$ cat src/rtl/alu_bitserial.sv
// alu_bitserial -- multi-cycle bit-serial ALU for the low-area execution option.
//
// Evaluates one bit slice per cycle, LSB first, over WIDTH cycles. The ripple
// carry lives in a register between cycles. For SLT-style codes the MSB "set"
// value is fed back into result bit 0. One extra RUN cycle after the MSB slice
// publishes the accumulated result, so done arrives WIDTH+2 cycles after the
// start cycle.
//
// Parameters:
//   WIDTH      operand/result width in bits (minimum 2)
//
// Optional feature (macro ALU_BITSERIAL_OVERFLOW_EN):
//   defined   -> adds the overflow output; SLT bit 0 becomes set ^ overflow
//                (signed compare that is correct under overflow)
//   undefined -> no overflow port; SLT bit 0 is the raw MSB of the difference
//
// Ports:
//   clk        in   rising-edge clock
//   rst        in   synchronous active-high reset
//   start      in   request, accepted only in IDLE
//   a, b       in   operands, latched on an accepted start
//   sel        in   op code: 000 AND, 001 OR, 010 ADD, 110 SUB, 111 SLT
//                   (011/100/101 behave SLT-like with a+b / a-b)
//   busy       out  high whenever the FSM is not IDLE
//   done       out  one-cycle pulse; result/zero/c_out valid from this cycle
//   result     out  final result, held until the next accepted start
//   zero       out  result == 0
//   c_out      out  carry out of the MSB of the arithmetic path
//   overflow   out  (macro only) signed overflow for ADD/SUB, else 0
//   state_dbg  out  current FSM state encoding (IDLE=0, RUN=1, DONE=2)
//
// Handshake: a request is the single cycle in which start=1 while busy=0;
// start is ignored while busy=1. done has no ready; it is a pulse.

module alu_bitserial #(
   parameter int WIDTH = 32
) (
   input  logic             clk,
   input  logic             rst,
   input  logic             start,
   input  logic [WIDTH-1:0] a,
   input  logic [WIDTH-1:0] b,
   input  logic [2:0]       sel,
   output logic             busy,
   output logic             done,
   output logic [WIDTH-1:0] result,
   output logic             zero,
   output logic             c_out,
`ifdef ALU_BITSERIAL_OVERFLOW_EN
   output logic             overflow,
`endif
   output logic [1:0]       state_dbg
);

   localparam int CW = (WIDTH > 1) ? $clog2(WIDTH) : 1;
   localparam logic [CW-1:0] LAST_IDX = CW'(WIDTH - 1);

   typedef enum logic [1:0] {
      IDLE = 2'd0,
      RUN  = 2'd1,
      DONE = 2'd2
   } state_t;

   state_t state, state_n;

   logic [WIDTH-1:0] a_sh;     // operand A, shifted right one bit per slice
   logic [WIDTH-1:0] b_sh;     // operand B, shifted right one bit per slice
   logic [2:0]       sel_q;
   logic             carry;
   logic [CW-1:0]    idx;
   logic             drain;    // MSB slice done; this RUN cycle publishes
   logic [WIDTH-1:0] acc;      // partial result shift register
   logic             set_q;    // bit-0 value for SLT-like codes
   logic             cout_q;   // staged carry out of the MSB
`ifdef ALU_BITSERIAL_OVERFLOW_EN
   logic             ov_q;     // staged overflow
   logic             ov_bit;
`endif

   logic       bb;
   logic       sum;
   logic       carry_n;
   logic       res_bit;
   logic       slt_bit;
   logic       is_arith;
   logic       is_logic;
   logic       last;
   logic [WIDTH-1:0] final_res;

   // ---------------------------------------------------------------- FSM
   always_ff @(posedge clk) begin
      if (rst) state <= IDLE;
      else     state <= state_n;
   end

   always_comb begin
      state_n = state;
      case (state)
         IDLE:    if (start) state_n = RUN;
         RUN:     if (drain) state_n = DONE;
         DONE:    state_n = IDLE;
         default: state_n = IDLE;
      endcase
   end

   assign busy      = (state != IDLE);
   assign done      = (state == DONE);
   assign state_dbg = state;

   // ------------------------------------------------------- bit slice
   assign is_arith = (sel_q == 3'b010) || (sel_q == 3'b110);
   assign is_logic = (sel_q[2:1] == 2'b00);
   assign last     = (idx == LAST_IDX);

   always_comb begin
      bb      = sel_q[2] ? ~b_sh[0] : b_sh[0];
      sum     = a_sh[0] ^ bb ^ carry;
      carry_n = (a_sh[0] & bb) | (a_sh[0] & carry) | (bb & carry);
      case (sel_q)
         3'b000:  res_bit = a_sh[0] & b_sh[0];
         3'b001:  res_bit = a_sh[0] | b_sh[0];
         3'b010,
         3'b110:  res_bit = sum;
         default: res_bit = 1'b0;   // "less" is 0 above bit 0
      endcase
   end

`ifdef ALU_BITSERIAL_OVERFLOW_EN
   // At the MSB slice, carry holds the carry into the MSB.
   assign ov_bit  = carry ^ carry_n;
   assign slt_bit = sum ^ ov_bit;
`else
   assign slt_bit = sum;
`endif

   // Patch bit 0 with the set value for every non-logic, non-ADD/SUB code.
   always_comb begin
      final_res = acc;
      if (!is_arith && !is_logic) final_res[0] = set_q;
   end

   // -------------------------------------------------------- datapath
   always_ff @(posedge clk) begin
      if (rst) begin
         a_sh   <= '0;
         b_sh   <= '0;
         sel_q  <= '0;
         carry  <= 1'b0;
         idx    <= '0;
         drain  <= 1'b0;
         acc    <= '0;
         set_q  <= 1'b0;
         cout_q <= 1'b0;
         result <= '0;
         zero   <= 1'b0;
         c_out  <= 1'b0;
`ifdef ALU_BITSERIAL_OVERFLOW_EN
         ov_q     <= 1'b0;
         overflow <= 1'b0;
`endif
      end else begin
         case (state)
            IDLE: begin
               if (start) begin
                  a_sh  <= a;
                  b_sh  <= b;
                  sel_q <= sel;
                  carry <= sel[2];   // +1 of the two's-complement subtract
                  idx   <= '0;
                  drain <= 1'b0;
               end
            end
            RUN: begin
               if (!drain) begin
                  a_sh  <= a_sh >> 1;
                  b_sh  <= b_sh >> 1;
                  acc   <= {res_bit, acc[WIDTH-1:1]};
                  carry <= carry_n;
                  if (last) begin
                     drain  <= 1'b1;
                     set_q  <= slt_bit;
                     cout_q <= carry_n;
`ifdef ALU_BITSERIAL_OVERFLOW_EN
                     ov_q   <= is_arith & ov_bit;
`endif
                  end else begin
                     idx <= idx + 1'b1;
                  end
               end else begin
                  // Entry to DONE: publish the visible outputs.
                  drain  <= 1'b0;
                  result <= final_res;
                  zero   <= (final_res == '0);
                  c_out  <= cout_q;
`ifdef ALU_BITSERIAL_OVERFLOW_EN
                  overflow <= ov_q;
`endif
               end
            end
            default: ;
         endcase
      end
   end

endmodule
$ cat config.mk
export PLATFORM = sky130hd
export DESIGN_NAME = alu_bitserial
export DESIGN_NICKNAME = d
export VERILOG_FILES = /design/src/rtl/alu_bitserial.sv
export SDC_FILE = /design/constraint.sdc
export NUM_CORES = 1
export LEC_CHECK = 0
export BUFFER_PORTS_ARGS = -buffer_cell sky130_fd_sc_hd__buf_2
export CELL_PAD_IN_SITES_DETAIL_PLACEMENT = 0
export CELL_PAD_IN_SITES_GLOBAL_PLACEMENT = 2
export CORE_ASPECT_RATIO = 1.2
export CORE_MARGIN = 2
export CORE_UTILIZATION = 33
export DETAILED_ROUTE_END_ITERATION = 8
export GPL_TIMING_DRIVEN = 0
export HOLD_SLACK_MARGIN = 0.15
export PLACE_DENSITY_LB_ADDON = 0.1
export SYNTH_ARGS = -nofsm -noshare
export SYNTH_HDL_FRONTEND = slang
export SYNTH_SLANG_ARGS = --single-unit
$ cat constraint.sdc
create_clock -name clk -period 2.7 [get_ports clk]
set_input_delay 0.135 -clock clk [delete_from_list [all_inputs] [get_ports clk]]
set_output_delay 0.135 -clock clk [all_outputs]
set_load 0.05 [all_outputs]
==> qor.csv <==
stage;metric;value;unit
timing;RSZ-0062 raised after global routing;no;
layout;Finished Core Util;45.3;%
global_route;grt total ovfl;0;
global_route;first-pass GRT wire length;26.6;mm
route;1st-iter DRT viols;225;
power_and_ir_drop;Leakage;3.30;nW
route;Post-route DRC;0;
route;final wirelength;16.5;mm
timing;clk_skew;6.46;ps
layout;ratio of cells with drive above 1 in the final layout;18.2;%
placed_design;worst slack, placed;443;ps
clocking;clock buffer depth;2;
global_route;initial antenna violation count;0;
clocking;H-tree depth;4;
setup_path;CP Class;reg -> reg;
clocking;hold buffers post-CTS;67;
timing;worst-margin pin slew;623;ps
route;Vias;5384;
worst_hold_path;Min-Delay Path Class;in -> reg;
layout;commonest non-fill, non-tap cell in the layout;dfxtp_1;
setup_path;Data arrival, critical path;2580;ps
clocking;CTS tree;done;
timing;Slew Viols, Final;0;
synthesis;Post-Syn Area;5900;µm²
route;drt pass-1 iters;4;
timing;hold_ws;350;ps
synthesis;syn avg cell area;8.78;µm²
floorplan;Die X;126;µm
route;Final ANT Viol Nets;0;
timing;final setup vio count;0;
timing;Hold Violations, Final;0;
synthesis;Yosys warning count;0;
layout;commonest cells after routing, fill and taps aside;144 x dfxtp_1, 137 x nand2_1, 126 x buf_2, 79 x a21oi_1, 67 x dlygate4sd3_1;
clocking;clk root buf;clkbuf_16;
clocking;Num Clock Sinks;144;
setup_path;CP max FO;8;
placed_design;HPWL after DPL;11.5;mm
floorplan;Initial Utilization;33.7;%
route;Routed WL per cell;15.1;µm
floorplan;Die Ht;150;µm
route;vias per cell;4.92;
clocking;Clk Latency, worst-skew pair;420;ps
timing;Final Critical Period;2250;ps
global_route;vias in the first global route;5230;
run_status;outcome;complete, no violations;
placed_design;Placer Congestion;0.805;
power_and_ir_drop;Design Power;0.00522;W
synthesis;Post-Syn Nets;745;
timing;Max Freq;0.445;GHz
power_and_ir_drop;Power Dens Cells;659;nW/µm²
clocking;TritonCTS buffer count;17;
floorplan;die area;19000;µm²
layout;number of fill cells in the layout;1738;
setup_path;Critical Path Start Type;flop;
job;MaxCap Viol Count;0;
floorplan;Core Footprint;17500;µm²
placed_design;I/O Buffers;106;
timing;Final WS setup;453;ps
timing;Slew HR;58.5;%
clocking;Worst-path clk slew;60;ps
global_route;Total GRT Usage;17.6;%
layout;area grow syn2layout;34.4;%
clocking;post-CTS setup buffer count;0;
global_route;largest net degree at the start of global routing;17;
setup_path;Crit path required time;3040;ps
clocking;post-cts gate resize count;0;
synthesis;synth unique cells;37;
synthesis;post-synthesis sequential area ratio;48.9;%
timing;total negative slack;0;ps
timing;final period utilization;83.2;%
layout;# diodes;0;
synthesis;Cells after Synth;672;
setup_path;reg-to-reg slack, setup;450;ps
floorplan;# IOs;108;
synthesis;FF+latch count, synth;144;
layout;Final nets;937;
floorplan;row count;53;
setup_path;CP Capture Type;flop;
power_and_ir_drop;worst vdd ir;0.432;mV
==> state kept, by name, indices dropped and copies added (netlist names) <==
name,cells
a_sh,32
acc,32
b_sh,32
c_out,1
carry,1
cout_q,1
drain,1
idx,5
result,32
sel_q,3
set_q,1
state_dbg,2
zero,1
==> critical path, cell delays in order, from the launching register on <==
cell and delay [ps]:
dfxtp_1 330, ha_1 210, and3_1 190, ha_1 270, or4b_1 480, clkbuf_2 170, or3_1 310, a211oi_1 210
==> through the flow <==
stage,instance area [µm²],std cells
floorplan,5900,672
global placement,6700,998
detailed placement,6700,998
CTS,7930,1094
global route,7930,1094
finish,7930,1094
==> layer usage <==
| metal | wire (µm) | share of wire (%) | vias up | GRT usage (%) |
|---|---|---|---|---|
| li1 | - | - | 2770 | - |
| met1 | 7830 | 47 | 2491 | 22.6 |
| met2 | 7860 | 48 | 105 | 29.5 |
| met3 | 577 | 3.5 | 18 | 3.84 |
| met4 | 230 | 1.4 | 0 | 5.71 |
| met5 | 0 | 0 | - | 0 |
==> synth_stat cells <==
| library cell | n | area, µm² |
|---|---|---|
| nand4_1 | 2 | 12.5 |
| o21ai_0 | 2 | 10.0 |
| or4b_1 | 1 | 10.0 |
| mux2i_1 | 64 | 641 |
| clkbuf_2 | 1 | 5.00 |
| a21oi_1 | 79 | 395 |
| ha_1 | 2 | 25.0 |
| or3b_2 | 2 | 17.5 |
| nor4_1 | 7 | 43.8 |
| nor2b_1 | 1 | 6.26 |
| nor3b_1 | 2 | 15.0 |
| or3_1 | 2 | 12.5 |
| buf_1 | 4 | 15.0 |
| nor2_1 | 2 | 7.51 |
| xnor2_1 | 1 | 8.76 |
| fa_1 | 1 | 20.0 |
| and3b_1 | 2 | 17.5 |
| a221o_1 | 1 | 10.0 |
| dfxtp_1 | 144 | 2880 |
| nor3_1 | 63 | 315 |
| inv_1 | 6 | 22.5 |
| nor3b_2 | 1 | 12.5 |
| or2_2 | 2 | 12.5 |
| buf_2 | 20 | 100 |
| a211oi_1 | 63 | 473 |
| o211a_1 | 1 | 10.0 |
| mux2_2 | 1 | 11.3 |
| nand2b_1 | 2 | 12.5 |
| o41ai_1 | 1 | 8.76 |
| and3_1 | 1 | 6.26 |
| a311oi_1 | 2 | 17.5 |
| nand3b_1 | 2 | 15.0 |
| a211o_1 | 1 | 8.76 |
| clkbuf_1 | 38 | 143 |
| nand2_1 | 137 | 514 |
| maj3_1 | 1 | 10.0 |
| nand3_1 | 10 | 50.1 |
==> cell families (layout without fill, tap and decap cells) <==
| family | count (synthesis) | after routing | share of synthesized area [%] |
|---|---|---|---|
| muxes | 65 | 65 | 11.1 |
| buffers and inverters | 69 | 271 | 4.84 |
| xor gates and xnor gates | 1 | 1 | 0.149 |
| AOI/OAI and AO/OA | 150 | 150 | 15.8 |
| adders and majority gates | 4 | 4 | 0.933 |
| and+or+nand+nor | 239 | 239 | 18.3 |
| DFF | 144 | 144 | 48.9 |
==> final timing paths <==
path | start | endpoint | cells after the start
min | rst | result[0]$_SDFFE_PP0P_ | 3
max | idx[0]$_SDFFE_PP0P_ | idx[2]$_SDFFE_PP0P_ | 7
max reg2reg | idx[0]$_SDFFE_PP0P_ | idx[2]$_SDFFE_PP0P_ | 7
min reg2reg | result[10]$_SDFFE_PP0P_ | result[10]$_SDFFE_PP0P_ | 2
==> final cells by class <==
class / count / area, µm² / share of cell area [%]
multi-input combinational: 459 / 2730 / 34.4
clock buffer: 22 / 464 / 5.86
inverter: 6 / 22.5 / 0.284
timing repair buffer: 173 / 1200 / 15.2
clock inverter: 7 / 87.6 / 1.10
tap: 220 / 275 / 3.47
buffer: 63 / 263 / 3.31
sequential: 144 / 2880 / 36.4
==> report_power, final <==
group / switching, W / internal (W)
Combinational: 0.000363 / 0.000306
Sequential: 0.0000647 / 0.00224
Clock: 0.000863 / 0.00139
Power figures use the tool's default switching activity.
